`src/rtl/synchronizer_if.sv`:
```
// Push-button interface: the raw button level goes in and the conditioned
// press indication comes back out.
interface synchronizer_if;
  logic push;
  logic sypush;

  modport master (
    output push,
    input  sypush
  );

  modport slave (
    input  push,
    output sypush
  );
endinterface

```
`src/rtl/synchronizer.sv`:
```
// Conditions one asynchronous push-button for the tug-of-war game. The chain is
// metastability flops, an optional debounce filter, then a one-shot or level output.
module synchronizer #(
  parameter int STAGES   = 2,
  parameter int DEBOUNCE = 0,
  parameter int PULSE    = 1
) (
  input logic          clk,
  input logic          rst,
  synchronizer_if.slave bus
);

  localparam int NS = (STAGES < 2) ? 2 : STAGES;
  localparam int CW = (DEBOUNCE > 0) ? $clog2(DEBOUNCE + 1) : 1;

  logic [NS-1:0] s;
  logic          sync;
  logic          acc;
  logic          prev;
  logic          sypush_q;

  // NOTE: every register here uses a synchronous reset and non-blocking
  // assignments, so all flops sample their inputs from the same edge.
  always_ff @(posedge clk) begin
    if (!rst) s <= '0;
    else      s <= {s[NS-2:0], bus.push};
  end

  assign sync = s[NS-1];

  if (DEBOUNCE == 0) begin : g_nodb
    always_ff @(posedge clk) begin
      if (!rst) acc <= 1'b0;
      else      acc <= sync;
    end
  end else begin : g_db
    localparam logic [CW-1:0] LIMIT = CW'(DEBOUNCE);
    logic [CW-1:0] cnt;

    // The new level is adopted on the edge after it has already disagreed with
    // acc DEBOUNCE times, so the filter adds exactly DEBOUNCE edges of latency.
    always_ff @(posedge clk) begin
      if (!rst) begin
        cnt <= '0;
        acc <= 1'b0;
      end else if (sync == acc) begin
        cnt <= '0;
      end else if (cnt == LIMIT) begin
        cnt <= '0;
        acc <= sync;
      end else begin
        cnt <= cnt + 1'b1;
      end
    end
  end

  always_ff @(posedge clk) begin
    if (!rst) begin
      prev     <= 1'b0;
      sypush_q <= 1'b0;
    end else begin
      prev     <= acc;
      sypush_q <= (PULSE != 0) ? (acc & ~prev) : acc;
    end
  end

  assign bus.sypush = sypush_q;

endmodule

```
`src/flat_wrapper.sv`:
```
// flat-port wrapper written by rule: the top's interface ports become plain ports
module synchronizer_flat 
#(
  parameter int STAGES   = 2,
  parameter int DEBOUNCE = 0,
  parameter int PULSE    = 1
)
  (clk, rst, bus_push, bus_sypush);
  synchronizer_if bus_i ();
  input logic clk;
  input logic rst;
  input wire logic [$bits(bus_i.push)-1:0] bus_push;
  output wire logic [$bits(bus_i.sypush)-1:0] bus_sypush;
  assign bus_i.push = bus_push;
  assign bus_sypush = bus_i.sypush;
  synchronizer #(.STAGES(STAGES), .DEBOUNCE(DEBOUNCE), .PULSE(PULSE)) u_core (.clk(clk), .rst(rst), .bus(bus_i));
endmodule
```
`config.mk`:
```
export PLATFORM = sky130hd
export DESIGN_NAME = synchronizer_flat
export DESIGN_NICKNAME = d
export VERILOG_FILES = /design/src/rtl/synchronizer_if.sv /design/src/rtl/synchronizer.sv /design/src/flat_wrapper.sv
export SDC_FILE = /design/constraint.sdc
export NUM_CORES = 1
export LEC_CHECK = 0
export BUFFER_PORTS_ARGS = -buffer_cell sky130_fd_sc_hd__clkbuf_2
export CORE_AREA = 2 2 39 41
export CTS_BUF_LIST = sky130_fd_sc_hd__clkbuf_16
export CTS_CLUSTER_SIZE = 24
export DETAILED_ROUTE_END_ITERATION = 16
export DIE_AREA = 0 0 41 43
export GPL_ROUTABILITY_DRIVEN = 0
export PLACE_DENSITY = 0.3
export SYNTH_ARGS = -nofsm -noshare
export SYNTH_HDL_FRONTEND = slang
export SYNTH_SLANG_ARGS = --single-unit
export TNS_END_PERCENT = 100
```
`constraint.sdc`:
```
create_clock -name clk -period 2.25 [get_ports clk]
set_clock_uncertainty 0.15 [all_clocks]
set_input_delay 0.1125 -clock clk [delete_from_list [all_inputs] [get_ports clk]]
set_output_delay 0.1125 -clock clk [all_outputs]
set_load 0.01 [all_outputs]
```
==> results of run 1 <==
-- cell usage after synthesis --
cell / n
dfxtp_1: 5
and2_2: 4
and3b_1: 1
-- metal layers --
metal,vias up,wire length [µm]
li1,46,-
met2,7,87
met4,0,0
met1,41,77
met5,-,0
met3,0,51
-- worst paths after layout --
kind | startpoint | end | slack [ns] | cells past startpoint
worst max-delay path | bus_push | u_core.s[0]$_SDFF_PN0_ | 1.30 | 3
worst min-delay path | rst | u_core.prev$_SDFF_PN0_ | 0.003 | 2
worst max register to register | u_core.acc$_SDFF_PN0_ | u_core.prev$_SDFF_PN0_ | 1.52 | 1
worst min register to register | u_core.s[0]$_SDFF_PN0_ | u_core.s[1]$_SDFF_PN0_ | 0.29 | 1
-- cell families (layout without fill, tap and decap cells) --
logic type    Yosys count  in the layout
flops                   5              5
buf+inv                 0              8
simple gates            5              5
-- layout by cell type, fill, tap and decap left out --
cell type      synthesis  final
dfxtp_1                5      5
and2_2                 4      4
clkbuf_16              0      3
clkbuf_2               0      3
and3b_1                1      1
inv_1                  0      1
dlygate4sd3_1          0      1
-- per-stage QoR --
step           setup slack [ns]  area [µm²]
2_1_floorplan             1.539       138.9
3_3_place_gp              1.533       173.9
3_5_place_dp              1.524       173.9
4_1_cts                   1.301       262.8
5_1_grt                   1.293       262.8
6_report                  1.299       262.8
-- power breakdown --
group / switching, µW / leakage (µW) / total [µW] / internal [µW]
Combinational: 1.94 / 0.0000380 / 6.30 / 4.36
Sequential: 0.551 / 0.0000409 / 92.5 / 92.0
Clock: 54.8 / 0.0000423 / 285 / 230
Total: 57.3 / 0.000121 / 383 / 326
-- registers in the layout, summed over array words and instances, names as in the netlist --
signal / flops
u_core.acc: 1
u_core.bus.sypush: 1
u_core.prev: 1
u_core.s: 2
-- layout make-up --
cell class / count / area share (%)
multi-input cells: 5 / 14.76
clock buffers: 3 / 28.57
clock inverters: 1 / 1.429
flip-flops and latches: 5 / 38.10
well taps: 16 / 7.619
repair buffers: 4 / 9.524
==> impl_metrics.env, run 1 <==
export IMPL_fin_cells=34
export IMPL_vias_per_cell=2.765
export IMPL_clk_pin_slew_worst_paths_ns=0.03
export IMPL_maxCapViolCount=0
export IMPL_register_area_um2=100.1
export IMPL_synth_compound_area_share_pct=0
export IMPL_holdWs_ns=0.003247
export IMPL_clock_latency_ns=0.22
export IMPL_worst_slew_pin_slew_ns=0.06738
export IMPL_htree_levels=1
export IMPL_multi_input_area_um2=38.79
export IMPL_cts_resized_gates=0
export IMPL_cts_setup_buffers=0
export IMPL_fin_setup_tns_ns=0
export IMPL_grt_max_degree=6
export IMPL_layout_drive_gt1_share_pct=55.56
export IMPL_ys_warn_count=0
export IMPL_ctsHoldBuffers=1
export IMPL_synth_area_um2=138.9
export IMPL_antenna_found_initial=0
export IMPL_synth_top_family_by_area="simple AND/OR/NAND/NOR gates"
export IMPL_synth_area_leader_cell="dfxtp_1"
export IMPL_critPathBufInv=2
export IMPL_outcome="finished, final reports clean"
export IMPL_syn_area_per_cell_um2=13.89
export IMPL_layout_nets=22
export IMPL_grt_use_total_pct=4.221
export IMPL_crit_path_max_incr_delay_ns=0.53
export IMPL_drc=0
export IMPL_placementRows=14
export IMPL_met1_usage_pct=2.903
export IMPL_final_core_util_pct=18.99
export IMPL_cts_sinks=5
export IMPL_grt_overflow=0
export IMPL_start_util_pct=10.04
export IMPL_cts_root_buf="clkbuf_16"
export IMPL_power_density_nw_per_um2=1459
export IMPL_die_height_um=43
export IMPL_startpoint_type="primary input"
export IMPL_rsz0062_at_grt="no"
export IMPL_fin_crit_sh_pct=42.26
export IMPL_ir_worst_vdd_uv=501.5
export IMPL_cts_buffers=3
export IMPL_fillers=152
export IMPL_syn_instance_count=10
export IMPL_ant_nets=0
export IMPL_wl_per_cell_um=6.382
export IMPL_grt_pass1_wl_um=400
export IMPL_drt_iter0_markers=2
export IMPL_grt_pass1_vias=102
export IMPL_clock_path_buffers=2
export IMPL_die_area_um2=1763
export IMPL_cp_arrival_ns=0.91
export IMPL_max_freq_mhz=1052
export IMPL_synthesis_nets=13
export IMPL_hp_class="in -> reg"
export IMPL_totalPowerFinal_uw=383.4
export IMPL_finalCriticalPeriod_ns=0.9508
export IMPL_hold_viol=0
export IMPL_criticalPathCategory="in -> reg"
export IMPL_leakagePower_uw=0.0001212
export IMPL_crit_path_end_kind="flop"
export IMPL_gr_usage_met3_pct=6.283
export IMPL_finalMaxSlewViolations=0
export IMPL_dr_total_vias=94
export IMPL_synth_area_top_cells="dfxtp_1 (72%), and2_2 (22%), and3b_1 (6.3%)"
export IMPL_firstDrtPassIters=2
export IMPL_cp_slowest_cell="dlygate4sd3_1"
export IMPL_core_um2=1384
export IMPL_yosys_area_top_type_share_pct=72.07
export IMPL_diodes=0
export IMPL_yosysSeqAreaShare_pct=72.07
export IMPL_ios=4
export IMPL_setup_viol=0
export IMPL_die_w_um=41
export IMPL_muxShareOfSynthArea_pct=0
export IMPL_crit_fanout=1
export IMPL_placed_cells=29
export IMPL_synth_fa_ha_area_share_pct=0
export IMPL_tritoncts="built"
export IMPL_cp_required_ns=2.21
export IMPL_ys_types=3
export IMPL_wl_um=217
export IMPL_relSlewSlack_pct=95.51
export IMPL_area_growth_pct=89.19
export IMPL_path_cells="dlygate4sd3_1 > clkbuf_2 > and2_2"
export IMPL_yosys_area_share_simple_pct=27.93
export IMPL_io_buffers=3
export IMPL_synth_seq_cells=5
export IMPL_use_met2_pct=4.688
export IMPL_cpLargestDelayFamily="buffers and inverters"
export IMPL_synthXorXnorAreaFrac_pct=0
export IMPL_gr_max_usage_layer="met3"
No activity file was read; power rests on OpenSTA's default activity.
==> inputs of run 2 (changes only) <==
==> constraint.sdc (replaced) <==
create_clock -name clk -period 0.9 [get_ports clk]
set_clock_uncertainty 0.15 [all_clocks]
set_input_delay 0.045 -clock clk [delete_from_list [all_inputs] [get_ports clk]]
set_output_delay 0.045 -clock clk [all_outputs]
set_load 0.01 [all_outputs]
==> impl_metrics.env, run 2 (same netlist as run 1, synthesis figures left out) <==
export IMPL_grt_max_degree=6
export IMPL_cts_sinks=5
export IMPL_fillers=145
export IMPL_criticalPathCategory="in -> reg"
export IMPL_design_area_um2=262.8
export IMPL_cp_arrival_ns=0.85
export IMPL_worstSetupStartpoint="bus_push"
export IMPL_start_util_pct=10.04
export IMPL_placementRows=14
export IMPL_drc=0
export IMPL_swShare_pct=15.03
export IMPL_clock_latency_ns=0.23
export IMPL_finalMaxSlewViolations=0
export IMPL_seqPwrFrac_pct=24.1
export IMPL_grt_use_total_pct=4.719
export IMPL_cp_required_ns=0.86
export IMPL_p_int_uw=815.5
export IMPL_die_w_um=41
export IMPL_hp_class="in -> reg"
export IMPL_rsz0062_at_grt="no"
export IMPL_crit_fanout=1
export IMPL_relSlewSlack_pct=95.09
export IMPL_crit_path_end_kind="flop"
export IMPL_layout_nets=22
export IMPL_antenna_found_initial=0
export IMPL_clk_pin_slew_worst_paths_ns=0.03
export IMPL_dr_total_vias=94
export IMPL_final_common_cell="dfxtp_1"
export IMPL_diodes=0
export IMPL_setup_viol=0
export IMPL_tritoncts="built"
export IMPL_finalCriticalPeriod_ns=0.8867
export IMPL_ant_nets=0
export IMPL_cts_resized_gates=0
export IMPL_grt_overflow=0
export IMPL_vias_per_cell=2.765
export IMPL_holdCritStartpoint="rst"
export IMPL_ctsHoldBuffers=1
export IMPL_grt_pass1_wl_um=393
export IMPL_io_buffers=3
export IMPL_final_cell_mix="dfxtp_1 (5), and2_2 (4), clkbuf_16 (3), clkbuf_2 (3)"
export IMPL_largest_reg_flops=2
export IMPL_area_growth_pct=89.19
export IMPL_cts_buffers=3
export IMPL_wl_um=217
export IMPL_leakagePower_uw=0.0001212
export IMPL_r2r_start="u_core.acc$_SDFF_PN0_"
export IMPL_core_um2=1384
export IMPL_drt_iter0_markers=1
export IMPL_layout_drive_gt1_share_pct=55.56
export IMPL_max_freq_mhz=1128
export IMPL_cts_setup_buffers=0
export IMPL_die_height_um=43
export IMPL_power_density_nw_per_um2=3652
export IMPL_die_area_um2=1763
export IMPL_p_clk_share_pct=74.2
export IMPL_maxCapViolCount=0
export IMPL_htree_levels=1
export IMPL_top_register="u_core.s"
export IMPL_final_core_util_pct=18.99
export IMPL_ios=4
export IMPL_hold_viol=5
export IMPL_firstDrtPassIters=2
export IMPL_ir_worst_vdd_uv=1747
export IMPL_worst_slew_pin_slew_ns=0.07368
export IMPL_wl_per_cell_um=6.382
export IMPL_holdWs_ns=-0.05656
export IMPL_comb_power_share_pct=1.7
export IMPL_outcome="complete, but fails checks"
export IMPL_netSwitchingPower_uw=144.2
export IMPL_startpoint_type="primary input"
export IMPL_fin_setup_tns_ns=0
export IMPL_place_area_um2=173.9
export IMPL_cts_root_buf="clkbuf_16"
export IMPL_clock_path_buffers=2
export IMPL_grt_pass1_vias=99
export IMPL_violations="negative hold slack"
export IMPL_fin_crit_sh_pct=98.53
-- run 2: cell counts in the layout (fill, tap and decap cells not counted) --
No cell type changed its count.
-- run 2: worst max-delay path: stages --
cell and delay, ns:
dlygate4sd3_1 0.53, clkbuf_2 0.10, and2_2 0.17
-- run 2: final cells by class --
type | instances | area, µm² | share of cell area [%]
clock buffer | 3 | 75.07 | 28.57
clock inverter | 1 | 3.754 | 1.429
sequential | 5 | 100.1 | 38.10
multi-input combinational | 5 | 38.79 | 14.76
tap | 16 | 20.02 | 7.619
timing repair buffer | 4 | 25.02 | 9.524
-- run 2: per-stage QoR --
step	setup WS (ns)	power [µW]	hold WS, ns	instances
detailed placement	0.1793	246.9	0.1229	29
global placement	0.1836	246.3	0.1187	29
floorplan	0.1892	239.9	0.03116	10
global route	0.005792	998.5	-0.02784	34
finish	0.01326	959.7	-0.05656	34
CTS	0.01168	971.5	-0.05321	34
-- run 2: worst paths after layout --
kind	depth (start not counted)	slack, ns	to
worst max-delay path	3	0.01	u_core.s[0]$_SDFF_PN0_
worst min register to register	1	0.28	u_core.acc$_SDFF_PN0_
worst min-delay path	2	-0.06	u_core.s[1]$_SDFF_PN0_
worst max register to register	1	0.17	u_core.prev$_SDFF_PN0_
-- run 2: power by group through the flow --
| stage | registers, µW | logic (µW) | clock network, µW |
|---|---|---|---|
| after floorplan | 234 | 5.45 | 0 |
| after global placement | 234 | 12.0 | 0 |
| after detailed placement | 234 | 12.5 | 0 |
| after CTS | 231 | 16.5 | 724 |
| after global routing | 232 | 18.2 | 748 |
| final | 231 | 16.0 | 712 |
-- run 2: layer usage --
| layer | share of wire (%) | global-route usage [%] | wire, µm |
|---|---|---|---|
| met2 | 33 | 4.063 | 72 |
| met3 | 21 | 9.424 | 46 |
| met4 | 2.8 | 4.000 | 6 |
| met5 | 0 | 0 | 0 |
| met1 | 42 | 3.215 | 91 |
